[src/rtl/ftm_recovery_ctrl.sv]
// Recovery sequencer for the dual-core lockstep fault tolerance module: halts and resets the
// cores, restores the register file from the checkpoint store, reloads the PC, escalates to fatal.
module ftm_recovery_ctrl #(
  parameter int unsigned ADDR_WIDTH   = 6,
  parameter int unsigned DATA_WIDTH   = 32,
  parameter int unsigned NUM_REGS     = 32,
  parameter int unsigned RESET_CYCLES = 4,
  parameter int unsigned MAX_RETRY    = 3
) (
  input  logic                  clk_i,
  input  logic                  rst_ni,
  input  logic                  enable_i,
  input  logic                  error_i,
  input  logic                  checkpoint_i,
  input  logic                  done_i,
  input  logic [31:0]           spc_i,
  output logic                  ckpt_re_o,
  output logic [ADDR_WIDTH-1:0] ckpt_raddr_o,
  input  logic [DATA_WIDTH-1:0] ckpt_rdata_i,
  output logic                  rf_we_o,
  output logic [ADDR_WIDTH-1:0] rf_addr_o,
  output logic [DATA_WIDTH-1:0] rf_wdata_o,
  output logic                  pc_we_o,
  output logic [31:0]           pc_o,
  output logic                  halt_o,
  output logic                  reset_o,
  output logic                  recover_o,
  output logic                  fatal_o
);

  localparam int unsigned RetryW = (MAX_RETRY > 0) ? $clog2(MAX_RETRY + 1) : 1;
  localparam int unsigned CycW   = (RESET_CYCLES > 1) ? $clog2(RESET_CYCLES) : 1;
  localparam int unsigned IdxW   = ADDR_WIDTH + 1;

  localparam logic [RetryW-1:0] RetryMax = RetryW'(MAX_RETRY);
  localparam logic [CycW-1:0]   CycLast  = CycW'(RESET_CYCLES - 1);
  localparam logic [IdxW-1:0]   IdxLast  = IdxW'(NUM_REGS);

  typedef enum logic [2:0] {
    StIdle,
    StHalt,
    StReset,
    StRestore,
    StPc,
    StWaitDone,
    StFatal
  } state_e;

  state_e            state_q, state_d;
  logic [RetryW-1:0] retry_q, retry_d;
  logic [CycW-1:0]   cyc_q, cyc_d;
  logic [IdxW-1:0]   idx_q, idx_d;

  always_ff @(posedge clk_i or negedge rst_ni) begin
    if (!rst_ni) begin
      state_q <= StIdle;
      retry_q <= '0;
      cyc_q   <= '0;
      idx_q   <= '0;
    end else begin
      state_q <= state_d;
      retry_q <= retry_d;
      cyc_q   <= cyc_d;
      idx_q   <= idx_d;
    end
  end

  always_comb begin
    state_d = state_q;
    retry_d = retry_q;
    cyc_d   = '0;
    idx_d   = '0;
    unique case (state_q)
      StIdle: begin
        // An error in the same cycle as a checkpoint wins and keeps the retry count.
        if (enable_i && error_i) begin
          if (retry_q == RetryMax) begin
            state_d = StFatal;
          end else begin
            retry_d = retry_q + RetryW'(1);
            state_d = StHalt;
          end
        end else if (checkpoint_i) begin
          retry_d = '0;
        end
      end
      StHalt: state_d = StReset;
      StReset: begin
        if (cyc_q == CycLast) begin
          state_d = StRestore;
        end else begin
          cyc_d = cyc_q + CycW'(1);
        end
      end
      StRestore: begin
        // idx runs 0..NUM_REGS; the extra step lets the last read's data be written.
        if (idx_q == IdxLast) begin
          state_d = StPc;
        end else begin
          idx_d = idx_q + IdxW'(1);
        end
      end
      StPc: state_d = StWaitDone;
      StWaitDone: begin
        if (done_i) state_d = StIdle;
      end
      StFatal: state_d = StFatal;
      default: state_d = StIdle;
    endcase
  end

  always_comb begin
    ckpt_re_o    = 1'b0;
    ckpt_raddr_o = '0;
    rf_we_o      = 1'b0;
    rf_addr_o    = '0;
    pc_we_o      = 1'b0;
    pc_o         = '0;
    halt_o       = 1'b0;
    reset_o      = 1'b0;
    recover_o    = 1'b0;
    fatal_o      = 1'b0;
    unique case (state_q)
      StHalt: begin
        halt_o    = 1'b1;
        recover_o = 1'b1;
      end
      StReset: begin
        halt_o    = 1'b1;
        reset_o   = 1'b1;
        recover_o = 1'b1;
      end
      StRestore: begin
        halt_o    = 1'b1;
        recover_o = 1'b1;
        if (idx_q < IdxLast) begin
          ckpt_re_o    = 1'b1;
          ckpt_raddr_o = idx_q[ADDR_WIDTH-1:0];
        end
        if (idx_q != '0) begin
          rf_we_o   = 1'b1;
          rf_addr_o = idx_q[ADDR_WIDTH-1:0] - ADDR_WIDTH'(1);
        end
      end
      StPc: begin
        halt_o    = 1'b1;
        recover_o = 1'b1;
        pc_we_o   = 1'b1;
        pc_o      = spc_i;
      end
      StWaitDone: recover_o = 1'b1;
      StFatal: begin
        halt_o  = 1'b1;
        fatal_o = 1'b1;
      end
      default: ;
    endcase
  end

  assign rf_wdata_o = ckpt_rdata_i;

endmodule

[config.mk]
export PLATFORM = sky130hd
export DESIGN_NAME = ftm_recovery_ctrl
export DESIGN_NICKNAME = d
export VERILOG_FILES = /design/src/rtl/ftm_recovery_ctrl.sv
export SDC_FILE = /design/constraint.sdc
export NUM_CORES = 1
export LEC_CHECK = 0
export ABC_AREA = 1
export BUFFER_PORTS_ARGS = -buffer_cell sky130_fd_sc_hd__buf_2
export CAP_MARGIN = 0
export CORE_MARGIN = 4
export CORE_UTILIZATION = 35
export DETAILED_ROUTE_END_ITERATION = 8
export HOLD_SLACK_MARGIN = 0.06
export PLACE_DENSITY = 0.8
export SYNTH_ARGS = -nofsm -noshare
export SYNTH_HDL_FRONTEND = slang
export SYNTH_SLANG_ARGS = --single-unit
[constraint.sdc]
create_clock -name clk_i -period 1.49 [get_ports clk_i]
set_input_delay 0.149 -clock clk_i [delete_from_list [all_inputs] [get_ports clk_i]]
set_output_delay 0.149 -clock clk_i [all_outputs]
set_load 0.01 [all_outputs]
Yosys cells after proc, flatten, opt, wreduce, memory -nomap -nowiden
Cells that the tools add are included.

Register bits: 14. Output and inout bits: 83.

Magnitude comparators: 1. Equal/unequal tests: 14. Muxes and demuxes: 27. Reduce and logical (&&, ||, !) cells: 8. Add/sub/neg operators: 4.

Operators by type and width (count): 32-bit two-way mux (1); 6-bit two-way mux (4); 3-bit one-hot mux with 7 select lines (1); 3-bit two-way mux (5); 7-bit two-way mux (2); 2-bit two-way mux (5); 2-bit inequality test, second input constant (5); 5-bit OR reduction (2); 3-bit equality test, second input constant (3); 1-bit two-way mux (9); 7-bit by 1-bit adder with 7-bit output, second input constant (1); 7-bit by 6-bit equality test with 1-bit output, second input constant (1); 7-bit by 6-bit less-than comparator with 1-bit output, second input constant (1); 7-bit nonzero test (1); 3-bit by 2-bit equality test with 1-bit output, second input constant (2); 6-bit by 1-bit subtractor with 6-bit output, second input constant (1); 2-bit by 1-bit adder with 2-bit output, second input constant (2); 2-bit equality test, second input constant (2); 4-bit AND reduction (1); 3-bit by 1-bit equality test with 1-bit output, second input constant (1); 3-bit zero test (1); 3-bit AND reduction (1); 2-bit nonzero test (1); 1-bit logical AND (1).

Logic depth before layout (Yosys ltp)
Gate-level depths: netlist of run 1.

Depth after elaboration: 4. Mapped depth: 9. Depth with buffers taken out: 9.

Worst setup path before layout of run 1
No wires, ideal clock.

Kind: reg2reg. Start: register idx_q[0]. End: register state_q[0]. Period minus slack after synthesis: 1348 ps. Arrival time: 1232 ps. Buffers on the path: 0. Slack: 142 ps. Cell stages (with the launch flop): 10. Setup time: 116 ps. Path through: dfrtp_1 -> inv_1 -> ha_1 -> nand2_1 -> nor2_1 -> nand2_1 -> nand2_2 -> nand2_1 -> nand2_1 -> nand2_1.

Word-level cells in the longest chain between the ends: 3.

Ends and longest elaborated chain: from (decl) (RTL line 52) `logic [IdxW-1:0] idx_q, idx_d;`; from (signal assigned) (RTL line 64) `idx_q <= idx_d;`; 7-bit by 6-bit equality test with 1-bit output (RTL line 97) `if (idx_q == IdxLast) begin`; 2-bit inequality test (no line); 4-bit AND reduction (no line); to (signal assigned) (RTL line 56) `state_q <= StIdle;`; to (signal assigned) (RTL line 61) `state_q <= state_d;`; to (decl) (RTL line 49) `state_e state_q, state_d;`.

No other way between the ends. A chain may end at the register's enable or synchronous reset.

Final worst setup path of run 1
Start: register idx_q[1]. End: output port rf_addr_o[5].

Word-level cells in the longest chain between the ends: 3. Elaborated cells on any way between the ends: 4. Classes of those cells: 1 x add/sub; 2 x mux; 1 x reduce/logical.

Ends and longest elaborated chain: 6-bit by 1-bit subtractor with 6-bit output or 7-bit nonzero test (tied branches) (RTL line 142, 140); 6-bit two-way mux (*) (RTL line 140) `if (idx_q != '0) begin`; 6-bit two-way mux (*) (RTL line 123) `unique case (state_q)`; to (decl) (RTL line 21) `output logic [ADDR_WIDTH-1:0] rf_addr_o,`.

Every way passes the cells marked *; elsewhere a longest branch is shown, timed or not.

==> impl_metrics.yaml, run 1 <==
run_status:
  status: "finished, violations left"
  violations: "negative setup slack"
pwr:
  power_frac_clock_pct: 11.8
  switching_share_pct: 45.17
  leakagePower_nw: 1.429
  power.density_nw_per_um2: 1236
  p_total_mw: 3.121
  switchingPower_mw: 1.410
  vdd_drop_max_uv: 920.0
  power_frac_seq_pct: 18.2
  comb_power_share_pct: 70.0
  p_int_mw: 1.711
die:
  start_util_pct: 36.41
  dieWidth_um: 72.51
  fp.dieArea_um2: 5257
  core_um2: 4000
  die_y_um: 72.51
  pin_count: 153
  num_rows: 23
route:
  drc: 0
  via_count: 1630
  drt_iter0_markers: 42
  wl_per_cell_um: 13.42
  drt-total-wl_um: 4843
  first_pass_iters: 4
  final_antenna_net_count: 0
  via_per_inst: 4.515
clock_network:
  cts_sinks: 14
  clock_latency_ps: 250
  cts_buffer_depth: 2
  cts-buffers-inserted: 3
  cts-root-buf: "clkbuf_8"
  path_clk_slew_ps: 60
  cts_tree: "built"
  h-tree-depth: 1
layout:
  layout.nets: 386
  fillCellCount: 314
  layout_common_cells: "buf_2, inv_1, buf_6"
  insertedDiodeCount: 0
  regArea_um2: 352.8
  areaGrowthSynthToFinish_pct: 73.37
  final_area_um2: 2525
  final_layout_size_suffix_gt1_share_pct: 56.91
  multiInputGateArea_um2: 949.7
  final_common_cell: "buf_2"
global_route:
  grt_start_max_net_pins: 15
  track_usage_pct: 14.89
  grt_pass1_wl_um: 6258
  grt_pass1_vias: 1472
  global_route.overflow_total: 0
  antenna_found_initial: 0
place:
  numPortBuffers: 87
  hpwl_um: 2954
  globalplace.congestion: 0.8427
  dpl-instance-area_um2: 1720
sta:
  fin_crit_ps: 1622
  fmaxAchievable_mhz: 616.6
  fin_ws_ps: -131.7
  grt_setup_unrepaired: "yes"
  hold_violations: 0
  finalCritPeriodShare_pct: 108.8
  setup_viol: 40
  clock_skew_ps: 6.604
  slew_viol_final: 0
hold_path:
  hold_class: "in2reg"
synthesis:
  synthesis.nets: 305
  synth.distinct_cells: 23
  ys_warn_count: 0
  synth_cells: 231
  syn_area_um2: 1456
  avgSynthCellArea_um2: 6.305
  synth.yosys.seq_area_share_pct: 24.05
  ys_ff_latch: 14
run:
  drv_cap: 0
worst_setup_path:
  critical_path.cell_chain: "inv_2, buf_4, nand2_2, nor2_4, nand2_2, xor2_1, nor2_1, buf_2"
  crit_fanout: 2
  crit_type: "reg2out"
  start_kind: "register"
  cp_common_cell: "nand2_2"
  slowest_delay_ps: 380
  arrival_ps: 1470
  critPathSlowestCell: "dfrtp_1"
  cp_top_family: "flip-flops"
  cp.buffers_inverters: 3
  endpoint_kind: "output port"
  cp.required_ps: 1340
[cell families after synthesis]
group,share of synthesized area (%)
other,0.2575
adders and majority gates,3.437
DFF,24.06
and+or+nand+nor,34.28
buffers and inverters,32.30
AOI/OAI and AO/OA,3.265
xor gates and xnor gates,2.406
[area by class of cell]
cell class                      instances  area share (%)
Clock buffer                            4           2.180
Timing Repair Buffer                  113           36.17
Multi-Input combinational cell        131           37.61
Tap cell                               50           2.478
Sequential cell                        14           13.97
Inverter                               49           7.582
[flip-flops by register name, summed over array words and instances (netlist names)]
signal,cells
cyc_q,2
idx_q,7
retry_q,2
state_q,3
[worst reg2reg max path: cells and delay by family, from the launching register on]
kind / cells / cell delay [ps]
flip-flops: 1 / 380
buffers and inverters: 3 / 310
adder cells (fa/ha/maj): 1 / 150
AND/OR/NAND/NOR: 7 / 520
[timing repair]
| item | CTS | global route |
|---|---|---|
| endpoints found under the hold margin | 14 | 0 |
| hold buffers | 1 | 0 |
| setup buffers | 12 | 2 |
| gates resized for setup | 29 | 100 |
| pin swaps | 8 | 10 |
| gates cloned | 2 | 2 |
| setup endpoints to repair | 45 | 51 |
[metrics by stage]
| step | setup slack (ps) | util (%) | instances | TNS, ps | hold WS, ps |
|---|---|---|---|---|---|
| finish | -131.7 | 63.12 | 361 | -1988 | 180.1 |
| global route | -195.7 | 63.12 | 361 | -4569 | 191.3 |
| CTS | -98.63 | 50.52 | 357 | -737.7 | 173.7 |
| detailed placement | 34.98 | 43.01 | 338 | 0 | 54.20 |
| global placement | 66.48 | 43.01 | 338 | 0 | 54.12 |
| floorplan | 141.8 | - | 231 | 0 | -146.6 |
[Yosys cell counts]
| master | count | area (um^2) |
|---|---|---|
| a21oi_1 | 4 | 20.02 |
| buf_2 | 1 | 5.000 |
| buf_4 | 33 | 247.7 |
| buf_6 | 3 | 33.78 |
| conb_1 | 1 | 3.750 |
| dfrtp_1 | 14 | 350.3 |
| ha_1 | 4 | 50.05 |
| inv_1 | 47 | 176.4 |
| inv_2 | 2 | 7.510 |
| nand2_1 | 25 | 93.84 |
| nand2_2 | 5 | 31.28 |
| nand3_1 | 12 | 60.06 |
| nand3_4 | 1 | 17.52 |
| nor2_1 | 61 | 229.0 |
| nor2_2 | 1 | 6.260 |
| nor2_8 | 1 | 20.02 |
| nor3_1 | 4 | 20.02 |
| nor3b_1 | 2 | 15.01 |
| o211ai_1 | 1 | 7.510 |
| o21ai_0 | 4 | 20.02 |
| or2_2 | 1 | 6.260 |
| xnor2_1 | 1 | 8.760 |
| xor2_1 | 3 | 26.28 |
[metal layers]
layer	vias to the layer above	wire length, um	track usage (%)
li1	804	-	-
met1	747	1788	16.41
met2	55	2682	25.38
met3	24	244	3.878
met4	0	127	9.221
met5	-	0	0
[power by group through the flow]
stage	clock network, mW	registers (mW)	logic, mW
6_report	0.368	0.568	2.18
5_1_grt	0.397	0.579	2.40
4_1_cts	0.379	0.563	1.75
3_5_place_dp	0	0.573	1.35
3_3_place_gp	0	0.568	1.33
2_1_floorplan	0	0.553	1.03
[final timing paths]
path,from,endpoint,slack [ps],cells after the start
max reg2reg,idx_q[1]$_DFF_PN0_,state_q[0]$_DFFE_PN0P_,20,11
min,done_i,state_q[2]$_DFFE_PN0P_,180,4
min reg2reg,cyc_q[0]$_DFF_PN0_,cyc_q[0]$_DFF_PN0_,430,1
min in group asynchronous,rst_ni,retry_q[1]$_DFFE_PN0P_,320,2
max,idx_q[1]$_DFF_PN0_,rf_addr_o[5],-130,8
max in group asynchronous,rst_ni,state_q[1]$_DFFE_PN0P_,920,2
(Power assumes the default switching activity.)
==> inputs of run 2 (changes only) <==
- CORE_ASPECT_RATIO: unset -> 0.9
==> run 2 against run 1 <==
The flow still finishes with violations (negative setup slack). Die area hardly changed. Sequential power is 4% higher. Total power is 5.4% lower. Hold slack better by 4.0 ps. Critical path depth stayed put. Sequential share of layout area is 0.25 points higher. Critical path type unchanged. Largest cell class unchanged. Highest routed layer unchanged.
==> impl_metrics.yaml, run 2 (same netlist as run 1, synthesis figures left out) <==
pwr:
  leakagePower_nw: 1.401
  comb_power_share_pct: 69.7
  power_frac_clock_pct: 10.4
  switching_share_pct: 46.49
  power.density_nw_per_um2: 1190
  switchingPower_mw: 1.373
  p_total_mw: 2.953
  power_frac_seq_pct: 19.9
  p_int_mw: 1.580
  vdd_drop_max_uv: 756.2
worst_setup_path:
  start_kind: "register"
  arrival_ps: 1440
  crit_type: "reg2out"
  slowest_delay_ps: 390
  critPathSlowestCell: "dfrtp_1"
  critical_path.cell_chain: "inv_2, ha_4, nand2_4, nor2_4, nand3_2, nand2_4, nor2_1, buf_2"
  cp.required_ps: 1340
  cp_common_cell: "nand2_4"
  endpoint_kind: "output port"
  crit_fanout: 7
  cp.buffers_inverters: 2
  cp_top_family: "simple AND/OR/NAND/NOR gates"
clock_network:
  path_clk_slew_ps: 60
  cts_sinks: 14
  cts_buffer_depth: 2
  clock_latency_ps: 250
  cts-root-buf: "clkbuf_8"
  h-tree-depth: 1
  cts-buffers-inserted: 3
  cts_tree: "built"
layout:
  areaGrowthSynthToFinish_pct: 70.36
  top_register: "idx_q"
  layout_common_cells: "buf_2, inv_1, nor2_4"
  final_layout_size_suffix_gt1_share_pct: 56.72
  layout.nets: 381
  final_common_cell: "buf_2"
  insertedDiodeCount: 0
  reg_top3: "idx_q: 7 flops, state_q: 3 flops"
  largest_register_ff_count: 7
sta:
  fmaxAchievable_mhz: 630.8
  fin_ws_ps: -95.37
  fin_crit_ps: 1585
  slew_viol_final: 0
  clock_skew_ps: 4.584
  setup_viol: 38
  grt_setup_unrepaired: "yes"
  hold_violations: 0
  tns_ps: -1616
  finalCritPeriodShare_pct: 106.4
die:
  pin_count: 153
  start_util_pct: 37.71
  core_um2: 3862
  fp.dieArea_um2: 5258
  dieWidth_um: 76.00
  num_rows: 21
  die_y_um: 69.20
global_route:
  track_usage_pct: 15.67
  global_route.overflow_total: 0
  grt_start_max_net_pins: 18
  antenna_found_initial: 0
  grt_pass1_vias: 1480
  grt_pass1_wl_um: 6865
route:
  via_count: 1654
  final_antenna_net_count: 0
  via_per_inst: 4.712
  drt_iter0_markers: 123
  wl_per_cell_um: 14.62
  drc: 0
  first_pass_iters: 4
  drt-total-wl_um: 5131
place:
  hpwl_um: 3334
  numPortBuffers: 87
  globalplace.congestion: 0.8618
hold_path:
  hold_class: "in2reg"
run_status:
  status: "finished, violations left"
  violations: "negative setup slack"
run:
  drv_cap: 0
==> run 2: what timing repair did <==
| action | CTS | global route |
|---|---|---|
| setup buffers | 9 | 2 |
| gates cloned | 0 | 4 |
| hold endpoints to repair | 14 | 0 |
| pin swaps | 7 | 8 |
| setup endpoints to repair | 47 | 50 |
| resized for setup | 17 | 113 |
| hold buffers | 1 | 0 |
==> run 2: power groups by stage <==
stage / combinational [mW] / sequential, mW / clock [mW]
after floorplan: 1.03 / 0.553 / 0
after global placement: 1.32 / 0.570 / 0
after detailed placement: 1.34 / 0.577 / 0
after CTS: 1.58 / 0.579 / 0.313
after global routing: 2.26 / 0.601 / 0.329
final: 2.06 / 0.588 / 0.308
==> run 2: tightest hold or removal path, cell delays in order <==
cell	delay [ps]
buf_2	70
o21ai_1	80
nand2_1	60
nand2_1	40
==> run 2: routing by layer <==
metal | global-route usage [%] | share of wire (%)
met2 | 28.90 | 58
met3 | 5.844 | 6.7
met4 | 5.731 | 3.0
met5 | 0 | 0
met1 | 15.86 | 32
==> run 2: final cells by class <==
cell class	instances	area, um^2
Clock buffer	3	41.29
Fill cell	324	1381
Inverter	49	183.9
Multi-Input combinational cell	131	965.9
Sequential cell	14	352.8
Tap cell	46	57.56
Timing Repair Buffer	108	879.6
==> run 2: path summary, 6_finish.rpt <==
| check | cells past startpoint | start | to | slack (ps) |
|---|---|---|---|---|
| setup / recovery | 8 | idx_q[1]$_DFF_PN0_ | rf_addr_o[5] | -100 |
| hold / removal | 4 | checkpoint_i | retry_q[1]$_DFFE_PN0P_ | 180 |
| setup reg to reg | 8 | state_q[2]$_DFFE_PN0P_ | retry_q[0]$_DFFE_PN0P_ | 110 |
| hold reg to reg | 1 | cyc_q[0]$_DFF_PN0_ | cyc_q[0]$_DFF_PN0_ | 450 |
| max in group asynchronous | 2 | rst_ni | state_q[1]$_DFFE_PN0P_ | 900 |
| min in group asynchronous | 2 | rst_ni | state_q[2]$_DFFE_PN0P_ | 330 |
==> run 2: metrics by stage <==
stage / util [%] / worst slack, ps / instances / area, um^2 / hold WS [ps]
3_3_place_gp: 44.22 / 57.90 / 333 / 1708 / 55.31
6_report: 64.24 / -95.37 / 351 / 2481 / 184.0
2_1_floorplan: - / 141.8 / 231 / 1456 / -146.6
5_1_grt: 64.24 / -177.8 / 351 / 2481 / 207.2
4_1_cts: 48.75 / -130.9 / 346 / 1883 / 183.6
3_5_place_dp: 44.22 / 14.82 / 333 / 1708 / 62.90
